**src/rtl/nco_ctrl_pkg.sv**
```systemverilog
// Shared state type and default widths for the NCO sweep controller.
package nco_ctrl_pkg;
    localparam int NCO_FW = 28;
    localparam int NCO_SW = 10;
    localparam int NCO_DW = 16;
    // Tuning word for frequency f at clock fclk is NCO_FULL_SCALE*f/fclk.
    localparam longint unsigned NCO_FULL_SCALE = 64'd1 << NCO_FW;

    typedef enum logic [1:0] {IDLE, DWELL, FIN} sweep_state_t;
endpackage

```
**src/rtl/nco_dwell_timer.sv**
```systemverilog
// Loadable down-counter with terminal-count (zero) flag; also used for burst gating.
module nco_dwell_timer #(
    parameter int W = 16
) (
    input  logic         clk,
    input  logic         rst,
    input  logic         load,
    input  logic [W-1:0] load_val,
    input  logic         dec,
    output logic         zero
);
    logic [W-1:0] cnt;

    always_ff @(posedge clk) begin
        if (rst)
            cnt <= '0;
        else if (load)
            cnt <= load_val;
        else if (dec && cnt != '0)
            cnt <= cnt - W'(1);
    end

    assign zero = (cnt == '0);
endmodule

```
**src/rtl/nco_sweep_ctrl.sv**
```systemverilog
// Stepped-frequency / chirp sequencer driving an NCO tuning word.
// Build macro NCO_SWEEP_TRIANGLE_EN adds cfg_tri for up-then-down sweeps.
//   state | meaning
//   IDLE  | waiting for start; freq_out holds its last value
//   DWELL | holding the current word for dwell+1 cycles, then stepping
//   FIN   | one-cycle done pulse, then back to IDLE
module nco_sweep_ctrl
    import nco_ctrl_pkg::*;
#(
    parameter int FW = NCO_FW,
    parameter int SW = NCO_SW,
    parameter int DW = NCO_DW
) (
    input  logic          clk,
    input  logic          rst,
    input  logic          start,
    input  logic          abort,
    input  logic [FW-1:0] cfg_start,
    input  logic [FW-1:0] cfg_step,
    input  logic [SW-1:0] cfg_nsteps,
    input  logic [DW-1:0] cfg_dwell,
    input  logic          cfg_loop,
`ifdef NCO_SWEEP_TRIANGLE_EN
    input  logic          cfg_tri,
`endif
    output logic [FW-1:0] freq_out,
    output logic          phase_clr,
    output logic          step_tick,
    output logic          busy,
    output logic          done
);
    sweep_state_t  state, state_nxt;
    logic [FW-1:0] freq_nxt, sh_start, sh_step;
    logic [SW-1:0] sh_nsteps, step_idx, idx_nxt;
    logic [DW-1:0] sh_dwell, tmr_val;
    logic          sh_loop, latch, tmr_load, tmr_dec, tmr_zero, seq_end;
    logic          busy_nxt, phase_clr_nxt, step_tick_nxt, done_nxt;
`ifdef NCO_SWEEP_TRIANGLE_EN
    logic          sh_tri, dir, dir_nxt;
`endif

    assign tmr_val = latch ? cfg_dwell : sh_dwell;

    nco_dwell_timer #(.W(DW)) u_dwell (
        .clk      (clk),
        .rst      (rst),
        .load     (tmr_load),
        .load_val (tmr_val),
        .dec      (tmr_dec),
        .zero     (tmr_zero)
    );

    always_comb begin
        state_nxt     = state;
        freq_nxt      = freq_out;
        idx_nxt       = step_idx;
        busy_nxt      = busy;
        phase_clr_nxt = 1'b0;
        step_tick_nxt = 1'b0;
        done_nxt      = 1'b0;
        latch         = 1'b0;
        tmr_load      = 1'b0;
        tmr_dec       = 1'b0;
        seq_end       = 1'b0;
`ifdef NCO_SWEEP_TRIANGLE_EN
        dir_nxt       = dir;
`endif
        if (abort) begin
            state_nxt = IDLE;
            busy_nxt  = 1'b0;
        end else begin
            case (state)
                IDLE: if (start) begin
                    latch         = 1'b1;
                    tmr_load      = 1'b1;
                    freq_nxt      = cfg_start;
                    idx_nxt       = '0;
                    phase_clr_nxt = 1'b1;
                    busy_nxt      = 1'b1;
                    state_nxt     = DWELL;
`ifdef NCO_SWEEP_TRIANGLE_EN
                    dir_nxt       = 1'b0;
`endif
                end
                DWELL: if (!tmr_zero) begin
                    tmr_dec = 1'b1;
                end else begin
                    tmr_load      = 1'b1;
                    step_tick_nxt = 1'b1;
`ifdef NCO_SWEEP_TRIANGLE_EN
                    // Down leg counts step_idx back to zero.
                    if (dir) begin
                        if (step_idx != '0) begin
                            freq_nxt = freq_out - sh_step;
                            idx_nxt  = step_idx - SW'(1);
                        end else begin
                            seq_end = 1'b1;
                        end
                    end else
`endif
                    if (step_idx != sh_nsteps) begin
                        freq_nxt = freq_out + sh_step;
                        idx_nxt  = step_idx + SW'(1);
                    end
`ifdef NCO_SWEEP_TRIANGLE_EN
                    else if (sh_tri && sh_nsteps != '0) begin
                        dir_nxt  = 1'b1;
                        freq_nxt = freq_out - sh_step;
                        idx_nxt  = step_idx - SW'(1);
                    end
`endif
                    else begin
                        seq_end = 1'b1;
                    end

                    if (seq_end) begin
                        if (sh_loop) begin
                            freq_nxt = sh_start;
                            idx_nxt  = '0;
`ifdef NCO_SWEEP_TRIANGLE_EN
                            dir_nxt  = 1'b0;
`endif
                        end else begin
                            step_tick_nxt = 1'b0;
                            busy_nxt      = 1'b0;
                            done_nxt      = 1'b1;
                            state_nxt     = FIN;
                        end
                    end
                end
                FIN:     state_nxt = IDLE;
                default: state_nxt = IDLE;
            endcase
        end
    end

    always_ff @(posedge clk) begin
        if (rst) begin
            state     <= IDLE;
            freq_out  <= '0;
            step_idx  <= '0;
            busy      <= 1'b0;
            phase_clr <= 1'b0;
            step_tick <= 1'b0;
            done      <= 1'b0;
            sh_start  <= '0;
            sh_step   <= '0;
            sh_nsteps <= '0;
            sh_dwell  <= '0;
            sh_loop   <= 1'b0;
`ifdef NCO_SWEEP_TRIANGLE_EN
            sh_tri    <= 1'b0;
            dir       <= 1'b0;
`endif
        end else begin
            state     <= state_nxt;
            freq_out  <= freq_nxt;
            step_idx  <= idx_nxt;
            busy      <= busy_nxt;
            phase_clr <= phase_clr_nxt;
            step_tick <= step_tick_nxt;
            done      <= done_nxt;
`ifdef NCO_SWEEP_TRIANGLE_EN
            dir       <= dir_nxt;
`endif
            if (latch) begin
                sh_start  <= cfg_start;
                sh_step   <= cfg_step;
                sh_nsteps <= cfg_nsteps;
                sh_dwell  <= cfg_dwell;
                sh_loop   <= cfg_loop;
`ifdef NCO_SWEEP_TRIANGLE_EN
                sh_tri    <= cfg_tri;
`endif
            end
        end
    end
endmodule

```
**config.mk**
```make
export PLATFORM = sky130hd
export DESIGN_NAME = nco_sweep_ctrl
export DESIGN_NICKNAME = d
export VERILOG_FILES = /design/src/rtl/nco_ctrl_pkg.sv /design/src/rtl/nco_dwell_timer.sv /design/src/rtl/nco_sweep_ctrl.sv
export SDC_FILE = /design/constraint.sdc
export NUM_CORES = 1
export LEC_CHECK = 0
export ABC_CLOCK_PERIOD_IN_PS = 4100
export CORE_UTILIZATION = 50
export CTS_CLUSTER_DIAMETER = 50
export CTS_CLUSTER_SIZE = 40
export DETAILED_ROUTE_END_ITERATION = 8
export GPL_TIMING_DRIVEN = 0
export HOLD_SLACK_MARGIN = 0.1
export PLACE_DENSITY = 0.75
export SYNTH_ARGS = -nofsm -noshare
export SYNTH_HDL_FRONTEND = slang
export SYNTH_SLANG_ARGS = --single-unit
```
**constraint.sdc**
```tcl
create_clock -name clk -period 4.1 [get_ports clk]
set_input_delay 0.615 -clock clk [delete_from_list [all_inputs] [get_ports clk]]
set_output_delay 0.615 -clock clk [all_outputs]
set_load 0.005 [all_outputs]
```
[Word level (Yosys, flattened, before mapping)]
Index checks and enable logic that the tools add are counted.
Cells by class
  $add $sub $neg: 3
  eq/ne operators: 6
  muxes and demuxes: 41
  bitwise operators: 4
  reductions and logical operators: 12
Operator list (number)
  2-to-1 mux 28 bit: 5
  case mux 28 bit (2 select lines): 1
  2-to-1 mux 10 bit: 5
  2-to-1 mux 16 bit: 3
  adder 28 bit: 1
  case mux 10 bit (2 select lines): 1
  2-to-1 mux 1 bit: 19
  logical NOT 16 bit: 1
  nonzero test 16 bit: 1
  subtractor 16 x 1 -> 16 bit (second input constant): 1
  adder 10 x 1 -> 10 bit (second input constant): 1
  inequality test 10 bit: 1
  2-to-1 mux 2 bit: 4
  inequality test 2 bit (second input constant): 4
  AND reduction 4 bit: 2
  AND reduction 5 bit: 1
  OR reduction 5 bit: 1
  NOT 1 bit: 4
  case mux 1 bit (2 select lines): 2
  case mux 2 bit (2 select lines): 1
  nonzero test 2 bit: 2
  OR reduction 4 bit: 1
  equality test 2 x 1 -> 1 bit (second input constant): 1
  logical NOT 2 bit: 1
  other kinds (2): 2
Word-level totals
  register bits after elaboration: 143
  input bits: 87
  output and inout port bits: 32

[Depth between registers and ports, before layout]
Gate-level depths: netlist of run 1.
  depth after elaboration: 8
  gate-level depth with buffers: 11
  depth with buffers taken out: 11

[By module]
From an unflattened synthesis of run 1, not the netlist that was laid out.
Unflattened totals
  cell total of the unflattened synthesis: 1023
  area total of the unflattened synthesis: 7853.8 um^2
Modules (own cells, without submodules)
  nco_sweep_ctrl: instances 1, cells an instance 909, area an instance 6909.1 um^2, sequential area each 2542.4 um^2
  nco_dwell_timer: instances 1, cells an instance 114, area an instance 944.7 um^2, sequential area each 320.3 um^2

[Worst setup path after synthesis of run 1]
OpenSTA, ideal clock, no wires.
  path kind: flip-flop to flip-flop
  from: register freq_out[10]
  to: register freq_out[27]
  library setup time: 122 ps
  data arrival time: 2578 ps
  path slack: 1401 ps
  stages on the path, launching flop included: 11
  period minus slack after synthesis: 2699 ps
  path through: dfxtp_1 > ha_1 > buf_2 > nand4_1 > or3_1 > a211o_1 > nand4_1 > nand2_1 > o311ai_1 > mux2_2 > a221o_1
On the way
  cells in the longest elaborated chain, start to end: 6
RTL lines
  start: declaration: line nco_sweep_ctrl.sv:26  | output logic [FW-1:0] freq_out,
  start signal: assignment: line nco_sweep_ctrl.sv:157  | freq_out <= freq_nxt;
  adder 28 bit (*): line nco_sweep_ctrl.sv:102  | freq_nxt = freq_out + sh_step;
  2-to-1 mux 28 bit (*): line nco_sweep_ctrl.sv:101  | if (step_idx != sh_nsteps) begin
  2-to-1 mux 28 bit: line nco_sweep_ctrl.sv:117  | if (sh_loop) begin
  2-to-1 mux 28 bit (*): line nco_sweep_ctrl.sv:116  | if (seq_end) begin
  2-to-1 mux 28 bit (*): line nco_sweep_ctrl.sv:85  | DWELL: if (!tmr_zero) begin
  case mux 28 bit (2 select lines) (*): line nco_sweep_ctrl.sv:72  | case (state)
Every way passes the cells marked *; elsewhere a longest branch is shown, timed or not. The select of a mux whose other input is x is not followed.
A chain may end at the register's enable or synchronous reset.

[Worst setup path in the final report of run 1]
  from: register freq_out[13]
  to: register freq_out[27]
The elaborated chain is that of the path after synthesis.

==> key figures, run 1 <==
Critical path
  – CP Max Fanout: 6
  – Crit path required time: 4.42 ns
  – Crit Path Class: reg2reg
  – Worst Setup End Kind: register
  – FF-to-FF Start: freq_out[13]$_SDFFE_PP0P_
  – Crit path DAT: 3.61 ns
  – CP max stage delay: 0.45 ns
  – FF-to-FF setup slack: 0.82 ns
  – Slowest cell on the critical path: or3_1
  – Delay-heaviest family, CP: compound AO/OA/AOI/OAI gates
  – R2R cell count: 9
  – Reg2Reg Capture Point: freq_out[27]$_SDFFE_PP0P_
  – Cell Chain, Critical Path: ha_1 > nand4_1 > or3_1 > a211o_1 > nand4_1 > nand2_1 > o311ai_1 > mux2_2 > a221o_1
  – Worst Path Buf+Inv: 0
  – CP startpoint kind: register
  – Cell mode on critical path: nand4_1

STA
  – Max Clk Rate: 304 MHz
  – Tcrit/Tclk final: 0.801
  – Final worst setup slack: 0.815 ns
  – Hold WS: 0.452 ns
  – Slew at the pin closest to its max-slew limit: 0.914 ns
  – Unrepaired setup endpoints after global routing: no
  – Fin Clk Skew: 0.00811 ns
  – Total negative setup slack: 0 ns
  – Final setup violation count: 0
  – Hold Vio Cnt, Final: 0
  – Slew HR: 0.386
  – Fin crit period: 3.28 ns
  – Max-slew violation count: 0

Routing
  – WL final: 24,200 um
  – Met2 WL: 10,800 um
  – Max layer used: met4
  – DR vias/cell: 5.96
  – Initial DRC Count: 806
  – ANT nets after route: 0
  – DRC violations left: 7
  – Via count: 7,933
  – WL met1: 10,700 um
  – Met3 WL: 2080 um
  – Wire per inst: 18.2 um
  – First-pass iteration count of the detailed router: 7

Logic synthesis
  – Post-synth EDFFs: 0
  – Yosys top cell by area: dfxtp_1
  – Dominant cells by area after synthesis: dfxtp_1 38%, nand2_1 11%, a21oi_1 8.7%
  – Seq/Total Area, Yosys: 0.375
  – Synth Instances: 998
  – Cell variety after synth: 69
  – Seq cells post-synth: 143
  – Ys async rst share: 0
  – Mapped cell area: 7620 um2
  – Area share of the largest cell type after synthesis: 0.375
  – Primary FF master, synth: dfxtp_1
  – Synth Warn #: 0
  – Synthesized Nets: 1,115
  – Mean Syn Cell Area: 7.64 um2

Min path
  – Worst hold path endpoint: sh_start[19]$_SDFFE_PP0P_
  – Cells on Worst Hold Path: 2
  – Hold_sp: sh_start[19]$_SDFFE_PP0P_
  – Hold Crit Class: reg2reg

Layout
  – Share of cells above drive strength 1: 0.0393
  – # diodes: 0
  – Fin area: 9590 um2
  – Core Util, Final: 0.652
  – Area Growth Syn to Fin: 25.7%
  – Nets: 1,251
  – Final Non-Filler Cells: 1,330
  – Fillers: 1,297

Die
  – Boundary pin count: 119
  – Core area: 14,700 um2
  – Die X-Extent: 125 um
  – Die height: 125 um
  – Core Rows: 44
  – Die ar.: 15,700 um2
  – Initial core utilization: 0.519

Clocking
  – Clk buf depth: 2
  – Clk sinks: 143
  – Clk slew on worst S/H paths: 0.06 ns
  – Clock root cell: clkbuf_16
  – CTS Buf Count: 17
  – CTS H-tree depth: 4
  – CTS tree: yes
  – Hold buffer count at CTS: 0
  – Clk_lat worst skew: 0.44 ns
  – Setup bufs post-CTS: 0
  – Post-CTS resize count: 0

Pwr
  – Worst VDD drop: 0.320 mV
  – Leak pwr: 3.59 nW
  – Total power draw: 4.34 mW
  – Pwr per Cell Area: 453 nW/um2

Place
  – GP Congestion: 0.928
  – DPL Wire Length: 17,500 um
  – Post-DP Area: 9030 um2
  – Port Buffers: 117
  – Placed cells: 1,299
  – Placement Setup Slack: 0.729 ns

Global routing
  – Total global routing overflow: 0
  – Vias in the first global route: 7,302
  – Global Route Usage Sum: 0.314
  – Largest net degree at the start of global routing: 17
  – Global-route wire length before repair: 38,400 um
  – Initial antenna violation count: 0

Run status
  – Status: finished with violations
  – Violations in the final reports: design-rule violations

Flow run
  – Max capacitance violation total: 0
## area by class of cell
cell class | count | area, um2 | area share
multi-input combinational | 781 | 4480 | 0.467
sequential | 143 | 2860 | 0.299
timing repair buffer | 117 | 1170 | 0.122
clock buffer | 21 | 470 | 0.0491
tap | 184 | 230 | 0.0240
buffer | 59 | 225 | 0.0235
clock inverter | 10 | 88.8 | 0.00927
inverter | 15 | 56.3 | 0.00587
## cell usage in the layout, fill, tap and decap left out, types with 15 or more instances in the layout
| cell | n |
|---|---|
| dfxtp_1 | 143 |
| xnor2_1 | 21 |
| clkdlybuf4s50_1 | 117 |
| a21o_1 | 20 |
| nand2_1 | 216 |
| nor2_1 | 72 |
| nand3_1 | 24 |
| inv_1 | 15 |
| a21oi_1 | 132 |
| o211ai_1 | 20 |
| clkbuf_16 | 17 |
| mux2i_1 | 17 |
| ha_1 | 29 |
| o21ai_0 | 62 |
| clkbuf_1 | 54 |
## tightest hold or removal path, cell delays in order, from the launching register on
cell and delay, ns:
dfxtp_1 0.30, nand2_1 0.05, a21oi_1 0.05
## worst max path at each step
stage	start	endpoint	slack, ns	cells past startpoint
after global routing	freq_out[13]$_SDFFE_PP0P_	freq_out[27]$_SDFFE_PP0P_	0.70	9
after floorplan	freq_out[10]$_SDFFE_PP0P_	freq_out[27]$_SDFFE_PP0P_	1.40	10
after detailed placement	abort	sh_step[6]$_SDFFE_PP0P_	0.73	7
after global placement	abort	sh_step[0]$_SDFFE_PP0P_	0.77	7
after CTS	freq_out[13]$_SDFFE_PP0P_	freq_out[27]$_SDFFE_PP0P_	0.86	9
final	freq_out[13]$_SDFFE_PP0P_	freq_out[27]$_SDFFE_PP0P_	0.82	9
## cells by family (layout without fill, tap and decap cells)
family                     count (synthesis)  after routing  share of synthesized area
AOI/OAI and AO/OA                        311            311                      0.248
muxes                                     18             18                     0.0238
buffers and inverters                     74            222                     0.0369
DFF                                      143            143                      0.375
xor gates and xnor gates                  35             35                     0.0402
adders and majority gates                 30             30                     0.0502
and+or+nand+nor                          387            387                      0.225
## cells in the mapped netlist (all sizes together), types with 3 or more instances
library cell	n
nand2	217
nor2	73
ha	29
a31oi	11
dfxtp	143
nor4	6
and3	6
buf	6
clkbuf	53
xnor2	21
a22oi	9
nor3	15
inv	15
o311ai	9
nor2b	6
xor2	14
a211oi	6
nand2b	7
nand3b	4
or3	5
o211ai	20
nand4	11
o21ai	64
o31ai	4
mux2i	17
nand3	25
a21o	20
a21oi	132
a311oi	5
o21a	3
o22ai	5
or2	3
## state kept, by name (all words and copies together), names as in the netlist, 2 cells and up
signal,cells
sh_dwell,16
u_dwell.cnt,16
sh_step,28
sh_nsteps,10
step_idx,10
sh_start,28
freq_out,28
state,2
## layer usage
metal	vias up	track usage
li1	3816	-
met1	3730	0.419
met2	334	0.484
met3	53	0.0719
met4	0	0.134
met5	-	0
## power by group
| part | internal, mW | switching, mW | total (mW) |
|---|---|---|---|
| logic | 0.494 | 0.749 | 1.24 |
| clock network | 0.874 | 0.614 | 1.49 |
| registers | 1.50 | 0.109 | 1.61 |
No activity file was read; power rests on OpenSTA's default activity.
==> run 2, diff against run 1 <==
Settings changed: ABC_CLOCK_PERIOD_IN_PS 4100 to 3050.
Clock period 4.1 ns to 3.05 ns, I/O delays scaled along.
==> run 2 against run 1 <==
  * The run still ends with design-rule violations left
  * Hold slack is essentially flat
  * Wire length increased by 0.28%
  * Design area is 1.2% higher
  * Total power is 35% higher
  * Non-clock buffer count is 4 higher
  * Sequential power increased by 35%
  * Sequential cell count unchanged
  * Critical endpoint unchanged
  * Largest cell class unchanged
  * Highest routed layer unchanged
==> key figures, run 2 (synthesis gave the netlist of run 1 again) <==
Pwr
  – Leak pwr: 3.63 nW
  – Total power draw: 5.84 mW
  – Worst VDD drop: 0.425 mV
  – Pwr per Cell Area: 603 nW/um2

Critical path
  – Worst Setup End Kind: register
  – CP startpoint kind: register
  – Cell Chain, Critical Path: ha_2 > nand3_1 > or3_1 > a211o_1 > nand4_1 > nand2_2 > o311ai_4 > mux2_2 > a221o_1
  – Crit path required time: 3.37 ns
  – Slowest cell on the critical path: or3_1
  – Crit path DAT: 3.29 ns
  – Crit Path Class: reg2reg
  – CP Max Fanout: 6
  – CP max stage delay: 0.40 ns

STA
  – Final worst setup slack: 0.0758 ns
  – Max Clk Rate: 336 MHz
  – Total negative setup slack: 0 ns
  – Final setup violation count: 0
  – Slew HR: 0.383
  – Slew at the pin closest to its max-slew limit: 0.920 ns
  – Max-slew violation count: 0
  – Unrepaired setup endpoints after global routing: no
  – Hold Vio Cnt, Final: 0
  – Fin Clk Skew: 0.00917 ns
  – Fin crit period: 2.97 ns
  – Tcrit/Tclk final: 0.975
  – Hold WS: 0.452 ns

Place
  – GP Congestion: 0.928
  – Placed cells: 1,299
  – Post-DP Area: 9030 um2
  – DPL Wire Length: 17,500 um
  – Port Buffers: 117
  – Placement Setup Slack: -0.163 ns

Routing
  – First-pass iteration count of the detailed router: 8
  – DRC violations left: 7
  – WL final: 24,300 um
  – Via count: 7,969
  – ANT nets after route: 0
  – Wire per inst: 18.2 um
  – DR vias/cell: 5.97
  – Initial DRC Count: 698

Die
  – Initial core utilization: 0.519
  – Die height: 125 um
  – Core area: 14,700 um2
  – Die ar.: 15,700 um2
  – Die X-Extent: 125 um
  – Boundary pin count: 119
  – Core Rows: 44

Flow run
  – Max capacitance violation total: 0

Layout
  – Area Growth Syn to Fin: 27.2%
  – Final Non-Filler Cells: 1,334
  – Commonest non-fill, non-tap cells in the layout: 215 x nand2_1, 143 x dfxtp_1, 132 x a21oi_1
  – Most common cell after layout, fill and taps aside: nand2_1
  – # diodes: 0
  – Nets: 1,255
  – Fillers: 1,275
  – Core Util, Final: 0.660
  – Share of cells above drive strength 1: 0.0496
  – Largest regs: freq_out x28, sh_start x28, sh_step x28
  – Fin area: 9700 um2

Clocking
  – CTS tree: yes
  – Clk slew on worst S/H paths: 0.06 ns
  – CTS H-tree depth: 4
  – CTS Buf Count: 17
  – Clk sinks: 143
  – Clk_lat worst skew: 0.44 ns
  – Hold buffer count at CTS: 0
  – Clock root cell: clkbuf_16
  – Clk buf depth: 2

Global routing
  – Initial antenna violation count: 0
  – Global Route Usage Sum: 0.315
  – Global-route wire length before repair: 38,600 um
  – Total global routing overflow: 0
  – Largest net degree at the start of global routing: 17
  – Vias in the first global route: 7,322

Min path
  – Hold Crit Class: reg2reg

Run status
  – Status: finished with violations
  – Violations in the final reports: design-rule violations
-- run 2: path summary, 6_finish.rpt --
check / startpoint / end / slack, ns / cells past startpoint
worst min-delay path: sh_start[19]$_SDFFE_PP0P_ / sh_start[19]$_SDFFE_PP0P_ / 0.45 / 2
worst max register to register: freq_out[7]$_SDFFE_PP0P_ / freq_out[27]$_SDFFE_PP0P_ / 0.08 / 9
worst max-delay path: freq_out[7]$_SDFFE_PP0P_ / freq_out[27]$_SDFFE_PP0P_ / 0.08 / 9
worst min register to register: sh_start[19]$_SDFFE_PP0P_ / sh_start[19]$_SDFFE_PP0P_ / 0.45 / 2
-- run 2: final cells by class --
cell class | instances | area (um2) | area share
Buffer | 59 | 228 | 0.0235
Clock buffer | 21 | 470 | 0.0485
Clock inverter | 10 | 88.8 | 0.00916
Inverter | 15 | 56.3 | 0.00581
Multi-Input combinational cell | 781 | 4560 | 0.470
Sequential cell | 143 | 2860 | 0.295
Tap cell | 184 | 230 | 0.0237
Timing Repair Buffer | 121 | 1200 | 0.124
-- run 2: worst max-delay path, delay by kind of cell (launching register included) --
kind / cells / cell delay [ns]
fa+ha+maj: 1 / 0.39
mux: 1 / 0.38
compound gates: 3 / 0.91
simple gates: 4 / 0.84
flops: 1 / 0.34
-- run 2: timing repair --
item / in CTS / in global routing
pin swaps: 2 / 6
cloned: 0 / 0
setup endpoints to repair: 1 / 5
resized for setup: 6 / 8
buffers inserted: 0 / 4
-- run 2: report_power, final --
part / internal, mW / switching (mW)
sequential: 2.02 / 0.150
combinational: 0.675 / 1.00
clock: 1.17 / 0.823
-- run 2: routing by layer --
metal | global-route usage | routed length [um] | vias to the layer above
li1 | - | - | 3823
met1 | 0.420 | 10300 | 3712
met2 | 0.488 | 10800 | 381
met3 | 0.0719 | 2400 | 53
met4 | 0.134 | 676 | 0
met5 | 0 | 0 | -
